[config.mk]
export PLATFORM = sky130hd
export DESIGN_NAME = modulo_desserializador35
export DESIGN_NICKNAME = d
export VERILOG_FILES = /design/src/rtl/modulo_desserializador35_pkg.sv /design/src/rtl/modulo_decod6_35.sv /design/src/rtl/modulo_desserializador35.sv
export SDC_FILE = /design/constraint.sdc
export NUM_CORES = 1
export LEC_CHECK = 0
export ABC_AREA = 1
export CORE_MARGIN = 1.5
export CORE_UTILIZATION = 61
export CTS_CLUSTER_DIAMETER = 30
export DETAILED_ROUTE_END_ITERATION = 10
export PLACE_DENSITY = 0.94
export SLEW_MARGIN = 25
export SYNTH_ARGS = -nofsm -noshare
export SYNTH_HDL_FRONTEND = slang
export SYNTH_HIERARCHICAL = 1
export SYNTH_SLANG_ARGS = --single-unit
[constraint.sdc]
create_clock -name clk -period 4.34 [get_ports clk]
set_clock_uncertainty 0.1 [all_clocks]
set_input_delay 0.868 -clock clk [delete_from_list [all_inputs] [get_ports clk]]
set_output_delay 0.868 -clock clk [all_outputs]
set_load 0.01 [all_outputs]
[src/rtl/modulo_desserializador35_pkg.sv]
// Shared constants and FSM encoding for the 35-bit serial frame loader.
// Index k of a frame always lives at bit position IDX_LAST-k, matching the 35:1 read mux.
package modulo_desserializador35_pkg;

    localparam int FRAME_BITS = 35;
    localparam int IDX_LAST   = 34;
    localparam int IDX_W      = 6;

    typedef enum logic {
        ST_FILL = 1'b0,
        ST_HOLD = 1'b1
    } state_t;

endpackage

[src/rtl/modulo_decod6_35.sv]
// 6-to-35 one-hot write-enable decoder; idx=k drives we[34-k], the same decode
// the 35:1 mux uses to select a bit for reading. Codes 35..63 decode to all-zero.
module modulo_decod6_35
    import modulo_desserializador35_pkg::*;
(
    input  logic                  en,
    input  logic [IDX_W-1:0]      idx,
    output logic [FRAME_BITS-1:0] we
);

    always_comb begin
        we = '0;
        for (int k = 0; k < FRAME_BITS; k++) begin
            if (en && (idx == IDX_W'(k))) begin
                we[IDX_LAST-k] = 1'b1;
            end
        end
    end

endmodule

[src/rtl/modulo_desserializador35.sv]
// Serial-to-parallel frame loader: assembles 35 bits in a shadow register and hands
// complete frames to a one-entry output register, stalling in HOLD while it is occupied.
//
// Handshakes: a bit moves when in_valid && in_ready on a rising clk edge; a frame
// moves when out_valid && out_ready on a rising clk edge. Neither valid depends on
// its ready, and in_ready depends only on the FSM state.
module modulo_desserializador35
    import modulo_desserializador35_pkg::*;
(
    input  logic                  clk,
    input  logic                  reset_n,
    input  logic                  frame_start,
    input  logic                  in_valid,
    input  logic                  in_bit,
    output logic                  in_ready,
    output logic [IDX_W-1:0]      bit_index,
    output logic [FRAME_BITS-1:0] frame_out,
    output logic                  out_valid,
    input  logic                  out_ready,
    output state_t                state_dbg
);

    state_t                  state, state_nxt;
    logic [IDX_W-1:0]        idx, idx_nxt;
    logic [FRAME_BITS-1:0]   shadow, shadow_nxt;
    logic [FRAME_BITS-1:0]   frame_nxt;
    logic                    out_valid_nxt;

    logic                    accept;
    logic                    realign;
    logic                    complete;
    logic [IDX_W-1:0]        wr_idx;
    logic [FRAME_BITS-1:0]   wr_en;
    logic [FRAME_BITS-1:0]   base;
    logic [FRAME_BITS-1:0]   merged;

    assign in_ready  = (state == ST_FILL);
    assign bit_index = idx;
    assign state_dbg = state;

    assign accept  = in_valid && in_ready;
    // frame_start only acts while filling; in HOLD the complete frame must survive
    assign realign = frame_start && (state == ST_FILL);
    assign wr_idx  = realign ? '0 : idx;
    assign base    = realign ? '0 : shadow;

    modulo_decod6_35 u_decod (
        .en  (accept),
        .idx (wr_idx),
        .we  (wr_en)
    );

    assign merged   = (base & ~wr_en) | (wr_en & {FRAME_BITS{in_bit}});
    assign complete = accept && !realign && (idx == IDX_W'(IDX_LAST));

    always_comb begin
        state_nxt     = state;
        idx_nxt       = idx;
        shadow_nxt    = shadow;
        frame_nxt     = frame_out;
        out_valid_nxt = out_valid;

        unique case (state)
            ST_FILL: begin
                if (realign || accept) begin
                    shadow_nxt = merged;
                end
                if (realign) begin
                    idx_nxt = accept ? IDX_W'(1) : '0;
                end else if (accept) begin
                    idx_nxt = (idx == IDX_W'(IDX_LAST)) ? '0 : idx + IDX_W'(1);
                end

                if (complete && (!out_valid || out_ready)) begin
                    frame_nxt     = merged;
                    out_valid_nxt = 1'b1;
                end else if (complete) begin
                    state_nxt = ST_HOLD;
                end else if (out_valid && out_ready) begin
                    out_valid_nxt = 1'b0;
                end
            end

            ST_HOLD: begin
                // out_valid is necessarily 1 here; swap in the parked frame
                if (out_ready) begin
                    frame_nxt     = shadow;
                    out_valid_nxt = 1'b1;
                    state_nxt     = ST_FILL;
                end
            end

            default: state_nxt = ST_FILL;
        endcase
    end

    always_ff @(posedge clk or negedge reset_n) begin
        if (!reset_n) begin
            state     <= ST_FILL;
            idx       <= '0;
            shadow    <= '0;
            frame_out <= '0;
            out_valid <= 1'b0;
        end else begin
            state     <= state_nxt;
            idx       <= idx_nxt;
            shadow    <= shadow_nxt;
            frame_out <= frame_nxt;
            out_valid <= out_valid_nxt;
        end
    end

endmodule

# Yosys cells after proc, flatten, opt, wreduce, memory -nomap -nowiden
# Index checks and enable logic that the tools add are counted.
[classes]
shift = 0
muxes = 53
reduce_logical = 51
bitwise = 5
multipliers = 0
n_div = 0
eq_ne = 39
magnitude_cmp = 0
n_addsub = 1
[op_table]
columns = ["op", "count"]
rows = [
  ["$mux 35", 3],
  ["$eq 6x5->1 const B", 16],
  ["$and 35x35->35", 2],
  ["$pmux 35 s2", 1],
  ["$eq 6x4->1 const B", 8],
  ["$mux 1", 43],
  ["$logic_and 1x1->1", 41],
  ["$not 35->35", 1],
  ["$or 35x35->35", 1],
  ["$eq 6x3->1 const B", 4],
  ["$eq 6x6->1 const B", 4],
  ["$mux 6", 4],
  ["$eq 6x2->1 const B", 2],
  ["$add 6x1->6 const B", 1],
  ["$eq 6x1->1 const B", 1],
  ["$logic_not 6->1", 1],
  ["$reduce_and 2->1", 3],
  ["$pmux 1 s2", 2],
  ["$ne 3x1->1 const B", 1],
  ["$ne 3x2->1 const B", 1],
  ["$reduce_and 3->1", 1],
  ["$logic_not 1->1", 2],
  ["$logic_or 1x1->1", 2],
  ["$ne 2x1->1 const B", 1],
  ["other kinds (3)", 3],
]
[totals]
mem_bits_rw = 0
latchBits = 0
word_cells = 154
inputBits = 6
output_inout_bits = 44
mem_bits_ro = 0
mem_count = 0
ff_bits = 78

# Depth between registers and ports, before layout
[depth]
word_depth = 11
depth_mapped = 17
depth_no_buf = 15

# Cells and area by module
# Netlist, hierarchy kept.
[by_module_without_submodules]
columns = ["module", "area_per_inst_um2", "cells_per_inst", "seq_area_each_um2", "n_inst"]
rows = [
  ["modulo_desserializador35", 4255.3, 621, 1951.9, 1],
  ["modulo_decod6_35", 314.1, 72, 0.0, 1],
]

# Worst setup path before layout
# Ideal clock, no wire load.
[synth_path]
path_type = "input port to flip-flop"
from = "input frame_start"
to = "register frame_out[17]"
setup_time_ns = 0.117
path_stages = 15
n_path_buf = 1
required_ns = 4.123
setup_slack_ns = 2.008
t_arrival_ns = 2.115
path_cell_list = "nand2_1 -> buf_6 -> inv_2 -> nor2_1 -> inv_1 -> nor2_1 -> nand2_1 -> nor2_1 -> nor2_1 -> nand2_1 -> nand2_1 -> nand2_1 -> nand2_1 -> nand2_1 -> nand2_1"
[synth_between]
elab_chain_cells = 10
word_cells_on_any_way = 18
cone_classes = "eq/ne: 2; mux: 5; bitwise: 4; reduce/logical: 7"
[synth_lines]
columns = ["item", "line", "text"]
rows = [
  ["start, declared", "modulo_desserializador35.sv:12", "input logic frame_start,"],
  ["$logic_and 1x1->1 *", "modulo_desserializador35.sv:43", "assign realign = frame_start && (state == ST_FILL);"],
  ["$mux 6 *", "modulo_desserializador35.sv:44", "assign wr_idx = realign ? '0 : idx;"],
  ["net wr_idx[0]", "modulo_desserializador35.sv:32", "logic [IDX_W-1:0] wr_idx;"],
  ["$eq 6x5->1 *", "modulo_decod6_35.sv:14", "if (en && (idx == IDX_W'(k))) begin"],
  ["$logic_and 1x1->1 *", "modulo_decod6_35.sv:14", ""],
  ["$mux 1 *", "modulo_decod6_35.sv:14", ""],
  ["net wr_en[17]", "modulo_desserializador35.sv:33", "logic [FRAME_BITS-1:0] wr_en;"],
  ["$not 35->35", "modulo_desserializador35.sv:53", "assign merged = (base & ~wr_en) | (wr_en & {FRAME_BITS{in_bit}});"],
  ["$and 35x35->35", "modulo_desserializador35.sv:53", ""],
  ["$or 35x35->35 *", "modulo_desserializador35.sv:53", ""],
  ["$mux 35 *", "modulo_desserializador35.sv:74", "if (complete && (!out_valid || out_ready)) begin"],
  ["$pmux 35 s2 *", "modulo_desserializador35.sv:63", "unique case (state)"],
  ["end signal, assigned", "modulo_desserializador35.sv:108", "frame_out <= frame_nxt;"],
  ["end, declared", "modulo_desserializador35.sv:17", "output logic [FRAME_BITS-1:0] frame_out,"],
]
# Mark *: on every way through the listed nets, which the timed path passes. The rest lies on a longest branch. The select of a mux whose other input is x is not followed.
# A chain may end at the register's enable or synchronous reset.

# Final worst setup path
[layout_path]
from = "register state (netlist: state_dbg)"
to = "output in_ready"
[layout_between]
elab_chain_cells = 1
[layout_lines]
columns = ["item", "line", "text"]
rows = [
  ["start, declared", "modulo_desserializador35.sv:23", "state_t state, state_nxt;"],
  ["start signal, assigned", "modulo_desserializador35.sv:105", "state <= state_nxt;"],
  ["$not 1->1 (no source line)", "--", ""],
  ["end, declared", "modulo_desserializador35.sv:15", "output logic in_ready,"],
]
# Every way passes these cells.

==> flow_metrics.py <==
metrics = {
    "run_status": {
        "status": "completed",
    },
    "flow_run": {
        "cap_violations": 0,
    },
    "grt": {
        "grt_max_degree": 79,
        "grt.total_usage_pct": 31.0,
        "grt_antenna_before_repair": 0,
        "grt_pass1_vias": 4209,
        "grt_overflow": 0,
        "grt_pass1_wl_mm": 18.9,
    },
    "critical_path": {
        "crit_fanout": 39,
        "r2r_slack_ns": 1.59,
        "r2r_cells": 14,
        "crit_path_top_delay_cell": "clkdlybuf4s50_1",
        "reg2reg_from": "state_dbg$_DFF_PN0_",
        "r2r-end": "frame_out[18]$_DFFE_PN0P_",
        "worst_setup_path_end_kind": "primary output",
        "worst_setup_path_start_kind": "flop",
        "crit_path_cell_trace": "inv_2 > clkdlybuf4s50_1",
        "required_ns": 3.37,
        "path_delay_family": "buffers and inverters",
        "critical_path_buf_inv_count": 2,
        "worstSetupPathType": "flop to primary output",
        "critPathMaxStageDelay_ns": 0.67,
        "cp.arrival_ns": 1.99,
    },
    "timing": {
        "fin_crit_sh_pct": 68.2,
        "setup_viol": 0,
        "rsz0062_at_grt": "false",
        "worst_slew_pin_slew_ns": 0.740,
        "fmax_mhz": 338,
        "report.final.hold_viol_count": 0,
        "period_minus_slack_ns": 2.96,
        "slew_headroom_pct": 50.7,
        "fin_tns_setup_ns": 0,
        "drv_slew": 0,
    },
    "power": {
        "switchingPower_uw": 411,
        "p_leak_nw": 2.71,
        "swShare_pct": 26.9,
        "seqPwrFrac_pct": 51.5,
        "irDropWorstVdd_mv": 0.171,
        "comb_power_share_pct": 13.3,
        "clkPwrFrac_pct": 35.2,
        "power_density_nw_per_um2": 295,
        "power.internal_mw": 1.12,
    },
    "logic_synthesis": {
        "synth-seq-cells": 78,
        "syn-cell-area_um2": 4570,
        "synth_nets": 701,
        "seq_area_frac_synth_pct": 42.7,
        "netlist_instances": 693,
        "synthArstFlopShare_pct": 100,
        "synth.distinct_cells": 22,
        "synth_area_per_cell_um2": 6.59,
        "synth-main-ff-cell": "dfrtp_1",
        "synth-edff-count": 0,
        "yosysWarnings": 6,
    },
    "clocking": {
        "htreeDepth": 3,
        "cts.reportedPaths.clkPinSlew_ns": 0.08,
        "clockRootBuffer": "clkbuf_8",
        "insertion_delay_ns": 0.37,
        "clockBufferDepth": 2,
        "cts-resized-gates": 0,
        "clkSinkCount": 78,
        "cts_tree": "done",
        "cts_buffers": 9,
        "cts_setup_buffers": 0,
        "cts_hold_buffers": 0,
    },
    "die": {
        "rows": 31,
        "dieArea_um2": 8020,
        "start_util_pct": 63.0,
        "die_h_um": 89.6,
        "fp.dieW_um": 89.6,
        "pin_count": 50,
        "core_area_um2": 7250,
    },
    "placed_design": {
        "gp_congestion": 1.01,
        "port_buffers": 49,
        "dpl.hpwl_mm": 7.16,
        "post_dp_cell_area_um2": 5000,
        "dp_cells": 813,
    },
    "layout": {
        "multi_input_area_um2": 2180,
        "drive_gt1_share_pct": 4.80,
        "syn_to_final_growth_pct": 13.6,
        "fillers": 598,
        "nNetsFinal": 733,
        "stdcell_count": 828,
        "diodes": 0,
        "ff_latch_area_um2": 1950,
        "design_area_um2": 5190,
    },
    "detailed_routing": {
        "wl_per_cell_um": 13.7,
        "drtIter0Drc": 496,
        "firstDrtPassIters": 6,
        "post-route-drc-count": 0,
        "wirelength_mm": 11.4,
        "postRouteAntennaNets": 0,
        "num_vias": 4520,
        "viasPerCell": 5.46,
    },
    "min_path": {
        "hold_class": "primary input to async pin",
    },
}
-- layout make-up --
cell class | count | share of cell area, %
well taps | 99 | 2.39
repair buffers | 56 | 10.5
inverters | 55 | 3.98
flip-flops and latches | 78 | 37.6
clock inverters | 4 | 0.940
multi-input cells | 525 | 42.1
clock buffers | 11 | 2.53
-- how the worst max path moves through the flow --
| stage | cells past startpoint | endpoint | slack [ns] | from |
|---|---|---|---|---|
| 3_3_place_gp | 15 | frame_out[25]$_DFFE_PN0P_ | 1.34 | frame_start |
| 3_5_place_dp | 15 | frame_out[17]$_DFFE_PN0P_ | 1.27 | frame_start |
| 6_report | 2 | in_ready | 1.38 | state_dbg$_DFF_PN0_ |
| 2_1_floorplan | 15 | frame_out[17]$_DFFE_PN0P_ | 2.01 | frame_start |
| 4_1_cts | 2 | in_ready | 1.37 | state_dbg$_DFF_PN0_ |
| 5_1_grt | 2 | in_ready | 1.28 | state_dbg$_DFF_PN0_ |
-- flip-flops by register name (all words and copies together) (netlist names) --
signal     cells
state_dbg      1
frame_out     35
out_valid      1
shadow        35
bit_index      6
-- Yosys cell counts, types with 5 or more instances --
cell        n  area, um2
buf_2      11       55.1
buf_6      10        113
clkbuf_1    9       33.8
dfrtp_1    78       1950
inv_1      50        188
inv_2       5       18.8
nand2_1   343       1290
nand3_1    42        210
nor2_1     85        319
o21ai_0    20        100
o21ai_1    16       80.1
o22ai_1     6       37.5
-- per-stage QoR --
step	total power, mW	hold slack, ns	worst slack [ns]	utilization, %
floorplan	0.898	0.412	2.01	-
global placement	0.998	0.388	1.34	69.0
detailed placement	1.00	0.393	1.27	69.0
CTS	1.54	0.413	1.37	71.5
global route	1.59	0.443	1.28	71.5
finish	1.53	0.406	1.38	71.5
-- worst register-to-register path, cell delays in order (launching register included) --
cell and delay [ns]:
dfrtp_1 0.40, inv_2 0.53, nand2_1 0.18, inv_2 0.15, nor2_1 0.10, nor2_1 0.31
nand2_1 0.20, nor2_1 0.22, nor2_1 0.07, nand2_1 0.06, nand2_1 0.07, nand2_1 0.06
nand2_1 0.06, nand2_1 0.06, nand2_1 0.06
-- kinds of logic after synthesis --
| group | after synthesis | share of synthesized area, % |
|---|---|---|
| AND/OR/NAND/NOR | 478 | 41.8 |
| XOR/XNOR | 3 | 0.575 |
| flip-flops | 78 | 42.7 |
| adder cells (fa/ha/maj) | 2 | 0.548 |
| AO/OA/AOI/OAI | 42 | 4.76 |
| buffers and inverters | 90 | 9.58 |
-- cells in the final DEF, fill, tap and decap left out --
cell type / count
clkbuf_8: 9
nand2_2: 3
nand2_4: 1
xnor2_1: 1
nor2_2: 1
clkinv_2: 2
o22ai_1: 6
bufinv_16: 1
inv_2: 5
clkbuf_1: 2
nor2_1: 85
clkinv_4: 1
inv_1: 50
buf_6: 1
nand3_4: 3
ha_1: 2
dfrtp_1: 78
o21ai_0: 20
nand3_1: 42
nand2_1: 342
nor2_4: 1
xor2_1: 2
buf_4: 7
clkdlybuf4s50_1: 48
o21ai_1: 16
-- power groups by stage --
stage / Clock (mW) / Combinational [mW] / Sequential [mW]
5_1_grt: 0.575 / 0.225 / 0.792
3_3_place_gp: 0 / 0.198 / 0.799
2_1_floorplan: 0 / 0.0828 / 0.815
4_1_cts: 0.544 / 0.204 / 0.787
3_5_place_dp: 0 / 0.203 / 0.802
6_report: 0.538 / 0.204 / 0.787
-- layer usage --
| layer | up-vias | part of all wire, % | wire length [um] | track usage [%] |
|---|---|---|---|---|
| li1 | 2178 | - | - | - |
| met1 | 2045 | 42 | 4780 | 40.8 |
| met2 | 259 | 47 | 5290 | 48.6 |
| met3 | 38 | 8.5 | 970 | 6.09 |
| met4 | 0 | 2.7 | 309 | 15.5 |
| met5 | - | 0 | 0 | 0 |
No activity file was read; power rests on OpenSTA's default activity.
==> RTL edit, RTL diff (same settings) <==
Put one more register stage on the output `state_dbg`. The value now appears one clock later. The other outputs are not delayed to match.
--- a/src/rtl/modulo_desserializador35.sv
+++ b/src/rtl/modulo_desserializador35.sv
@@ -36,7 +36,9 @@
 
     assign in_ready  = (state == ST_FILL);
     assign bit_index = idx;
-    assign state_dbg = state;
+    always_ff @(posedge clk) begin
+        state_dbg <= state;
+    end
 
     assign accept  = in_valid && in_ready;
     // frame_start only acts while filling; in HOLD the complete frame must survive
Check against the original RTL: same outputs for any inputs over 10 cycles, from zero or initial values and one cycle with reset_n low; that may be too few to reach the edited logic, so the function may still have changed.
==> RTL edit against the unedited design <==
Register-to-register slack improved by 0.08 ns; power fell by 4.0%; sequential cell count rose by 1; via count fell by 0.11%; synthesized area rose by 0.44%; cell area barely moved; critical path depth did not move; wire length rose by 0.73%; worst hold slack improved by 0.0011 ns; setup slack improved by 0.033 ns; largest cell class unchanged.
==> RTL edit: results (changes against the unedited design) <==
Power
The clock network power is 0.466 mW (was 0.538 mW). The static leakage power is 2.70 nW (was 2.71 nW). The relative contribution of sequential cells to total power is 54.3% (was 51.5%). The maximum VDD drop is 0.177 mV (was 0.171 mV).

Cells and area
The count of fill cells added during filler insertion is 588 (was 598). The non-clock buffer share of cell area was 10.5% (about the same). The final standard cell count with taps included and fillers excluded is 830 (was 828). The final-stage net count is 734 (was 733). The total of clock buffers placed in the layout is 12 (was 11). The proportion of layout cells with a drive suffix above 1 is 4.79% (was 4.80%).

Floorplanning
The die width was 89.7 µm (was 89.6 µm).

Placed design
The routability congestion estimate is 0.983 (was 1.01). The detailed placer's ending HPWL is 7380 µm (was 7160 µm). The instance count after placement with tap cells included was 814 (was 813).

Logic synthesis
Ranking of synthesized cells by area: sky130_fd_sc_hd__dfrtp_1 43%, sky130_fd_sc_hd__nand2_1 28%, sky130_fd_sc_hd__nor2_1 7.0%, sky130_fd_sc_hd__nand3_1 4.6%, sky130_fd_sc_hd__inv_1 4.1% (unchanged). The post-synthesis compound-gate area fraction is 4.74% (was 4.76%). The post-synth net total came to 702 (was 701).

Global routing
The via count of the first global-routing pass was 4397 (was 4209). The combined global-route utilization of all metal layers came to 29.7% (was 31.0%). The routing usage on met3 is 6.18% (was 6.09%).

The met1 capacity usage during global routing is 37.2% (was 40.8%).

Status
Run status: complete, no violations (unchanged).

Route
The amount of wire on met2 after detailed routing was 5530 µm (was 5290 µm). The final wirelength is 11400 µm (about the same).

STA
The transition time at the pin with the least slew margin is 0.726 ns (was 0.740 ns).

Min path
The class of the tightest hold or removal check is flop to flop (was input pin to async pin).
RTL edit: cell types whose count changed in the layout (fill, tap and decap cells not counted):
cell / unedited run / this run
sky130_fd_sc_hd__clkinvlp_4: 0 / 1
sky130_fd_sc_hd__clkbuf_1: 2 / 3
sky130_fd_sc_hd__clkinv_4: 1 / 0
sky130_fd_sc_hd__dfxtp_1: 0 / 1
sky130_fd_sc_hd__bufinv_16: 1 / 0
sky130_fd_sc_hd__clkinv_2: 2 / 3
RTL edit: path summary, 6_finish.rpt:
path                               start            end  slack, ns  cells past startpoint
hold / removal             frame_out[20]  frame_out[20]       0.41                      2
max in group asynchronous        reset_n   bit_index[0]       3.22                      1
setup reg to reg                   state   frame_out[1]       1.67                     14
hold reg to reg            frame_out[20]  frame_out[20]       0.41                      2
min in group asynchronous        reset_n  frame_out[27]       0.43                      1
setup / recovery                   state       in_ready       1.41                      2
